$ cat src/rtl/br_fifo_shared_pstatic_credit_sender.sv
`default_nettype none
// ============================================================================
// Module   : br_fifo_shared_pstatic_credit_sender
// Purpose  : Credit-based sender for a shared pseudo-static multi-FIFO.
//            Keeps one credit counter per logical FIFO, round-robin
//            arbitrates among credited sources and emits a single push
//            stream tagged with the target FIFO id.
// Revision : 1.0 - initial release
// ============================================================================
module br_fifo_shared_pstatic_credit_sender #(
    parameter int NumFifos            = 2,
    parameter int Width               = 1,
    parameter int MaxCredit           = 3,
    parameter int RegisterPushOutputs = 1,
    localparam int FifoIdWidth        = (NumFifos > 1) ? $clog2(NumFifos) : 1,
    localparam int CountWidth         = $clog2(MaxCredit + 1)
) (
    input  logic                                  clk,
    input  logic                                  rst_n,
    input  logic [NumFifos-1:0]                   src_valid,
    output logic [NumFifos-1:0]                   src_ready,
    input  logic [NumFifos-1:0][Width-1:0]        src_data,
    output logic                                  push_sender_in_reset,
    input  logic                                  push_receiver_in_reset,
    input  logic [NumFifos-1:0]                   credit_stall,
    output logic [NumFifos-1:0]                   push_credit_stall,
    input  logic [NumFifos-1:0]                   push_credit,
    output logic                                  push_valid,
    output logic [Width-1:0]                      push_data,
    output logic [FifoIdWidth-1:0]                push_fifo_id,
    input  logic [NumFifos-1:0][CountWidth-1:0]   credit_initial,
    input  logic [NumFifos-1:0][CountWidth-1:0]   credit_withhold,
    output logic [NumFifos-1:0][CountWidth-1:0]   credit_count,
    output logic [NumFifos-1:0][CountWidth-1:0]   credit_available
);

    localparam logic [FifoIdWidth-1:0] c_last_id  = FifoIdWidth'(NumFifos - 1);
    localparam logic [CountWidth-1:0]  c_max_cred = CountWidth'(MaxCredit);

    logic                                r_sender_in_reset;
    logic                                w_in_reset;
    logic [NumFifos-1:0][CountWidth-1:0] r_count;
    logic [NumFifos-1:0][CountWidth-1:0] w_available;
    logic [NumFifos-1:0]                 w_eligible;
    logic [NumFifos-1:0]                 w_grant;
    logic                                w_any_grant;
    logic [FifoIdWidth-1:0]              w_grant_idx;
    logic [FifoIdWidth-1:0]              r_ptr;
    logic [Width-1:0]                    w_grant_data;

    assign push_sender_in_reset = r_sender_in_reset;
    assign w_in_reset           = r_sender_in_reset || push_receiver_in_reset;
    assign push_credit_stall    = credit_stall;
    assign credit_count         = r_count;
    assign credit_available     = w_available;
    assign src_ready            = w_grant;
    assign w_grant_data         = src_data[w_grant_idx];

    // Sender-in-reset flag: set by reset, cleared on the first edge after release.
    always_ff @(posedge clk or negedge rst_n) begin
        if (!rst_n) begin
            r_sender_in_reset <= 1'b1;
        end else begin
            r_sender_in_reset <= 1'b0;
        end
    end

    generate
        for (genvar gi = 0; gi < NumFifos; gi++) begin : g_fifo
            // Withheld credits are not usable; floor the difference at zero.
            assign w_available[gi] = (r_count[gi] > credit_withhold[gi])
                                   ? (r_count[gi] - credit_withhold[gi])
                                   : '0;
            assign w_eligible[gi]  = src_valid[gi] && (w_available[gi] != '0) && !w_in_reset;

            // Credit counter: reload while in reset, else add returns and subtract grants.
            always_ff @(posedge clk or negedge rst_n) begin
                if (!rst_n) begin
                    r_count[gi] <= '0;
                end else if (w_in_reset) begin
                    r_count[gi] <= credit_initial[gi];
                end else if (push_credit[gi] && !w_grant[gi]) begin
                    r_count[gi] <= r_count[gi] + 1'b1;
                end else if (!push_credit[gi] && w_grant[gi]) begin
                    r_count[gi] <= r_count[gi] - 1'b1;
                end
            end

`ifndef SYNTHESIS
            a_no_overflow : assert property (@(posedge clk) disable iff (!rst_n)
                !(!w_in_reset && push_credit[gi] && !w_grant[gi] && (r_count[gi] == c_max_cred)));
            a_count_bound : assert property (@(posedge clk) disable iff (!rst_n)
                (r_count[gi] <= c_max_cred));
`ifdef BR_INTEGRATION_CHECKS
            a_src_stable  : assert property (@(posedge clk) disable iff (!rst_n || w_in_reset)
                (src_valid[gi] && !src_ready[gi]) |=> src_valid[gi]);
`endif
`endif
        end
    endgenerate

    // Round-robin pick: first eligible FIFO at or after the priority pointer.
    always_comb begin
        int idx;
        w_grant     = '0;
        w_any_grant = 1'b0;
        w_grant_idx = '0;
        idx         = 0;
        for (int off = 0; off < NumFifos; off++) begin
            idx = int'(r_ptr) + off;
            if (idx >= NumFifos) begin
                idx = idx - NumFifos;
            end
            if (!w_any_grant && w_eligible[idx]) begin
                w_any_grant  = 1'b1;
                w_grant[idx] = 1'b1;
                w_grant_idx  = FifoIdWidth'(idx);
            end
        end
    end

    // Priority pointer moves past the winner; holds when nothing is granted.
    always_ff @(posedge clk or negedge rst_n) begin
        if (!rst_n) begin
            r_ptr <= '0;
        end else if (w_any_grant) begin
            r_ptr <= (w_grant_idx == c_last_id) ? '0 : (w_grant_idx + 1'b1);
        end
    end

    generate
        if (RegisterPushOutputs != 0) begin : g_reg_out
            logic                   r_push_valid;
            logic [Width-1:0]       r_push_data;
            logic [FifoIdWidth-1:0] r_push_fifo_id;

            // Output flop stage; data/id hold between grants, valid cleared in reset.
            always_ff @(posedge clk or negedge rst_n) begin
                if (!rst_n) begin
                    r_push_valid   <= 1'b0;
                    r_push_data    <= '0;
                    r_push_fifo_id <= '0;
                end else if (w_in_reset) begin
                    r_push_valid   <= 1'b0;
                end else begin
                    r_push_valid <= w_any_grant;
                    if (w_any_grant) begin
                        r_push_data    <= w_grant_data;
                        r_push_fifo_id <= w_grant_idx;
                    end
                end
            end

            // A push already in the flop is dropped once the receiver enters reset.
            assign push_valid   = r_push_valid && !push_receiver_in_reset;
            assign push_data    = r_push_data;
            assign push_fifo_id = r_push_fifo_id;
        end else begin : g_comb_out
            assign push_valid   = w_any_grant;
            assign push_data    = w_any_grant ? w_grant_data : '0;
            assign push_fifo_id = w_grant_idx;
        end
    endgenerate

`ifndef SYNTHESIS
    a_ready_onehot0 : assert property (@(posedge clk) disable iff (!rst_n)
        $onehot0(src_ready));
    a_no_push_in_rx_reset : assert property (@(posedge clk) disable iff (!rst_n)
        !(push_valid && push_receiver_in_reset));
`endif

endmodule
`default_nettype wire
$ cat config.mk
export PLATFORM = sky130hd
export DESIGN_NAME = br_fifo_shared_pstatic_credit_sender
export DESIGN_NICKNAME = d
export VERILOG_FILES = /design/src/rtl/br_fifo_shared_pstatic_credit_sender.sv
export SDC_FILE = /design/constraint.sdc
export NUM_CORES = 1
export LEC_CHECK = 0
export BUFFER_PORTS_ARGS = -buffer_cell sky130_fd_sc_hd__buf_2
export CAP_MARGIN = 20
export CORE_MARGIN = 3
export CORE_UTILIZATION = 45
export DETAILED_ROUTE_END_ITERATION = 10
export HOLD_SLACK_MARGIN = 0.1
export MAX_ROUTING_LAYER = met4
export PLACE_DENSITY = 0.74
export SETUP_SLACK_MARGIN = 0.1
export SLEW_MARGIN = 15
export SYNTH_ARGS = -nofsm -noshare
export SYNTH_HDL_FRONTEND = slang
export SYNTH_SLANG_ARGS = --single-unit
export TNS_END_PERCENT = 5
$ cat constraint.sdc
create_clock -name clk -period 8.2 [get_ports clk]
set_input_delay 2.05 -clock clk [delete_from_list [all_inputs] [get_ports clk]]
set_output_delay 2.05 -clock clk [all_outputs]
set_load 0.05 [all_outputs]
==> flow_metrics.env <==
export IMPL_clock_skew_ps=0.351
export IMPL_cts_hold_buf=0
export IMPL_layout_nets=145
export IMPL_cp_start_kind="primary input"
export IMPL_setup_ws_ps=2200
export IMPL_drt_antenna_violating_nets=0
export IMPL_fin_crit_ps=6000
export IMPL_crit_type="in -> out"
export IMPL_fp_dieW_um=47.3
export IMPL_grt_pass1_wl_um=2640
export IMPL_pre_cts_slack_ps=2220
export IMPL_initial_core_util_pct=49.2
export IMPL_insertion_delay_ps=250
export IMPL_critPathArrivalTime_ps=3950
export IMPL_antenna_found_initial=0
export IMPL_fp_coreArea_um2=1560
export IMPL_cts_tree="done"
export IMPL_synth_top_flop_cell="dfrtp_1"
export IMPL_pwr_density_cell_nw_per_um2=199
export IMPL_max_freq_mhz=167
export IMPL_firstDrtPassIters=4
export IMPL_hold_class="reg -> reg"
export IMPL_clk_pin_slew_ps=60
export IMPL_leakage_nw=0.521
export IMPL_synth_cell_area_um2=767
export IMPL_clock_root_buffer="clkbuf_4"
export IMPL_grt_overflow_total=0
export IMPL_yosys_top_cells_area="dfrtp_1, ha_1, and3_1"
export IMPL_finalSetupViolations=0
export IMPL_yosysTopAreaCell="dfrtp_1"
export IMPL_cts_setup_buffers=0
export IMPL_cts_buffers=3
export IMPL_final_cells=135
export IMPL_synth_seq_cells=9
export IMPL_clockBufferDepth=2
export IMPL_drtIter0Drc=11
export IMPL_drt_wl_total_um=1680
export IMPL_dp_hpwl_um=1370
export IMPL_wl_per_cell_um=12.5
export IMPL_synth_fp_nets=113
export IMPL_pin_count=35
export IMPL_num_fill_cells=148
export IMPL_yosysSeqAreaShare_pct=29.5
export IMPL_die_h_um=47.3
export IMPL_slew_violations=0
export IMPL_synth_avg_cell_area_um2=8.72
export IMPL_hold_viol=0
export IMPL_worst_ep_required_time_ps=6150
export IMPL_ys_warn_count=0
export IMPL_grt_util_met1_pct=22.0
export IMPL_synth_most_common_cell="nand2_1"
export IMPL_setup_tns_ps=0
export IMPL_drive_gt1_share_pct=34.5
export IMPL_diodes=0
export IMPL_r2r_slack_ps=5710
export IMPL_grt_total_usage_pct=16.9
export IMPL_relSlewSlack_pct=63.3
export IMPL_viasPerCell=5.50
export IMPL_vias=743
export IMPL_worst_pin_slew_ps=550
export IMPL_drt_drc_violations_left=0
export IMPL_met3_usage_pct=1.15
export IMPL_dieArea_um2=2240
export IMPL_synth_top_cell_area_share_pct=26.1
export IMPL_worstPathMaxFanout=9
export IMPL_cp_end_kind="primary output"
export IMPL_outcome="finished clean"
export IMPL_grt_busiest_layer="met2"
export IMPL_area_delta_synth_final_pct=23.2
export IMPL_rows=14
export IMPL_synth_edf_count=0
export IMPL_async_flop_share_pct=100
export IMPL_vdd_drop_max_uv=128
export IMPL_cts_resized_gates=0
export IMPL_post_route_period_util_pct=73.1
export IMPL_grt_max_degree=14
export IMPL_max_cap_viol_count=0
export IMPL_gr_usage_met2_pct=25.9
export IMPL_clkSinkCount=9
export IMPL_syn_inst=88
export IMPL_grt_pass1_vias=628
export IMPL_synthTopCellsByCount="nand2_1, dfrtp_1, and3_1, nor2b_1"
export IMPL_rsz0062_at_grt="false"
export IMPL_dp_cells=131
export IMPL_place_congestion=0.726
export IMPL_synth_cell_types=33
export IMPL_port_buffer_count=30
export IMPL_cts_max_level=1
export IMPL_holdWs_ps=494
## placed cells by master, fill, tap and decap left out, types with 3 or more instances in the layout
cell / n
buf_2: 30
nand2_1: 9
dfrtp_1: 8
and3_1: 7
nor2b_1: 7
inv_1: 6
a21oi_1: 6
ha_1: 4
or2_2: 3
o211a_1: 3
clkbuf_4: 3
## routing by layer
metal  up-vias  wire length, um
met2        19              785
met4         0                5
met3         2               88
met5         -                0
li1        375                -
met1       347              803
## stage by stage
step | instance area [um2] | power [W] | utilization [%]
2_1_floorplan | 767 | 0.000135 | -
3_3_place_gp | 918 | 0.000154 | 58.9
3_5_place_dp | 918 | 0.000156 | 58.9
4_1_cts | 945 | 0.000190 | 60.6
5_1_grt | 945 | 0.000200 | 60.6
6_report | 945 | 0.000188 | 60.6
## registers in the layout, summed over array words and instances (netlist names)
name and count:
credit_count 4, r_ptr 1, push_fifo_id 1, push_sender_in_reset 1, push_data 1, g_reg_out.r_push_valid 1
## worst max-delay path, cell delays in order
cell      delay [ps]
buf_2             80
ha_1             130
inv_1             40
fa_1             500
nand2b_1         100
a211oi_2         530
and2_1           240
buf_2            270
## logic make-up (layout without fill, tap and decap cells)
family	Yosys count	after routing	share of synthesized area, %
DFF	9	9	29.5
and+or+nand+nor	39	39	28.1
other	1	1	0.489
adders and majority gates	6	6	11.7
AOI/OAI and AO/OA	24	24	24.8
buffers and inverters	9	40	5.38
## worst paths after layout
kind / cells after the start / endpoint / start
hold reg to reg: 1 / push_fifo_id / push_fifo_id
max in group asynchronous: 1 / push_sender_in_reset / rst_n
setup reg to reg: 8 / push_data / credit_count[2]
hold / removal: 1 / push_fifo_id / push_fifo_id
setup / recovery: 8 / src_ready[1] / credit_withhold[2]
min in group asynchronous: 1 / g_reg_out.r_push_valid / rst_n
## report_power, final
group | switching [W] | internal [W] | total (W) | leakage [nW]
clock network | 0.0000146 | 0.0000187 | 0.0000333 | 0.0150
registers | 0.00000915 | 0.0000535 | 0.0000627 | 0.107
logic | 0.0000630 | 0.0000291 | 0.0000921 | 0.399
total | 0.0000867 | 0.000101 | 0.000188 | 0.521
## cell type report
class	instances	area (um2)	share of cell area [%]
repair buffers	30	150	15.9
multi-input cells	70	499	52.8
inverters	6	22.5	2.38
flip-flops and latches	9	226	24.0
clock buffers	4	26.3	2.78
well taps	16	20.0	2.12
No activity file was read; power rests on OpenSTA's default activity.
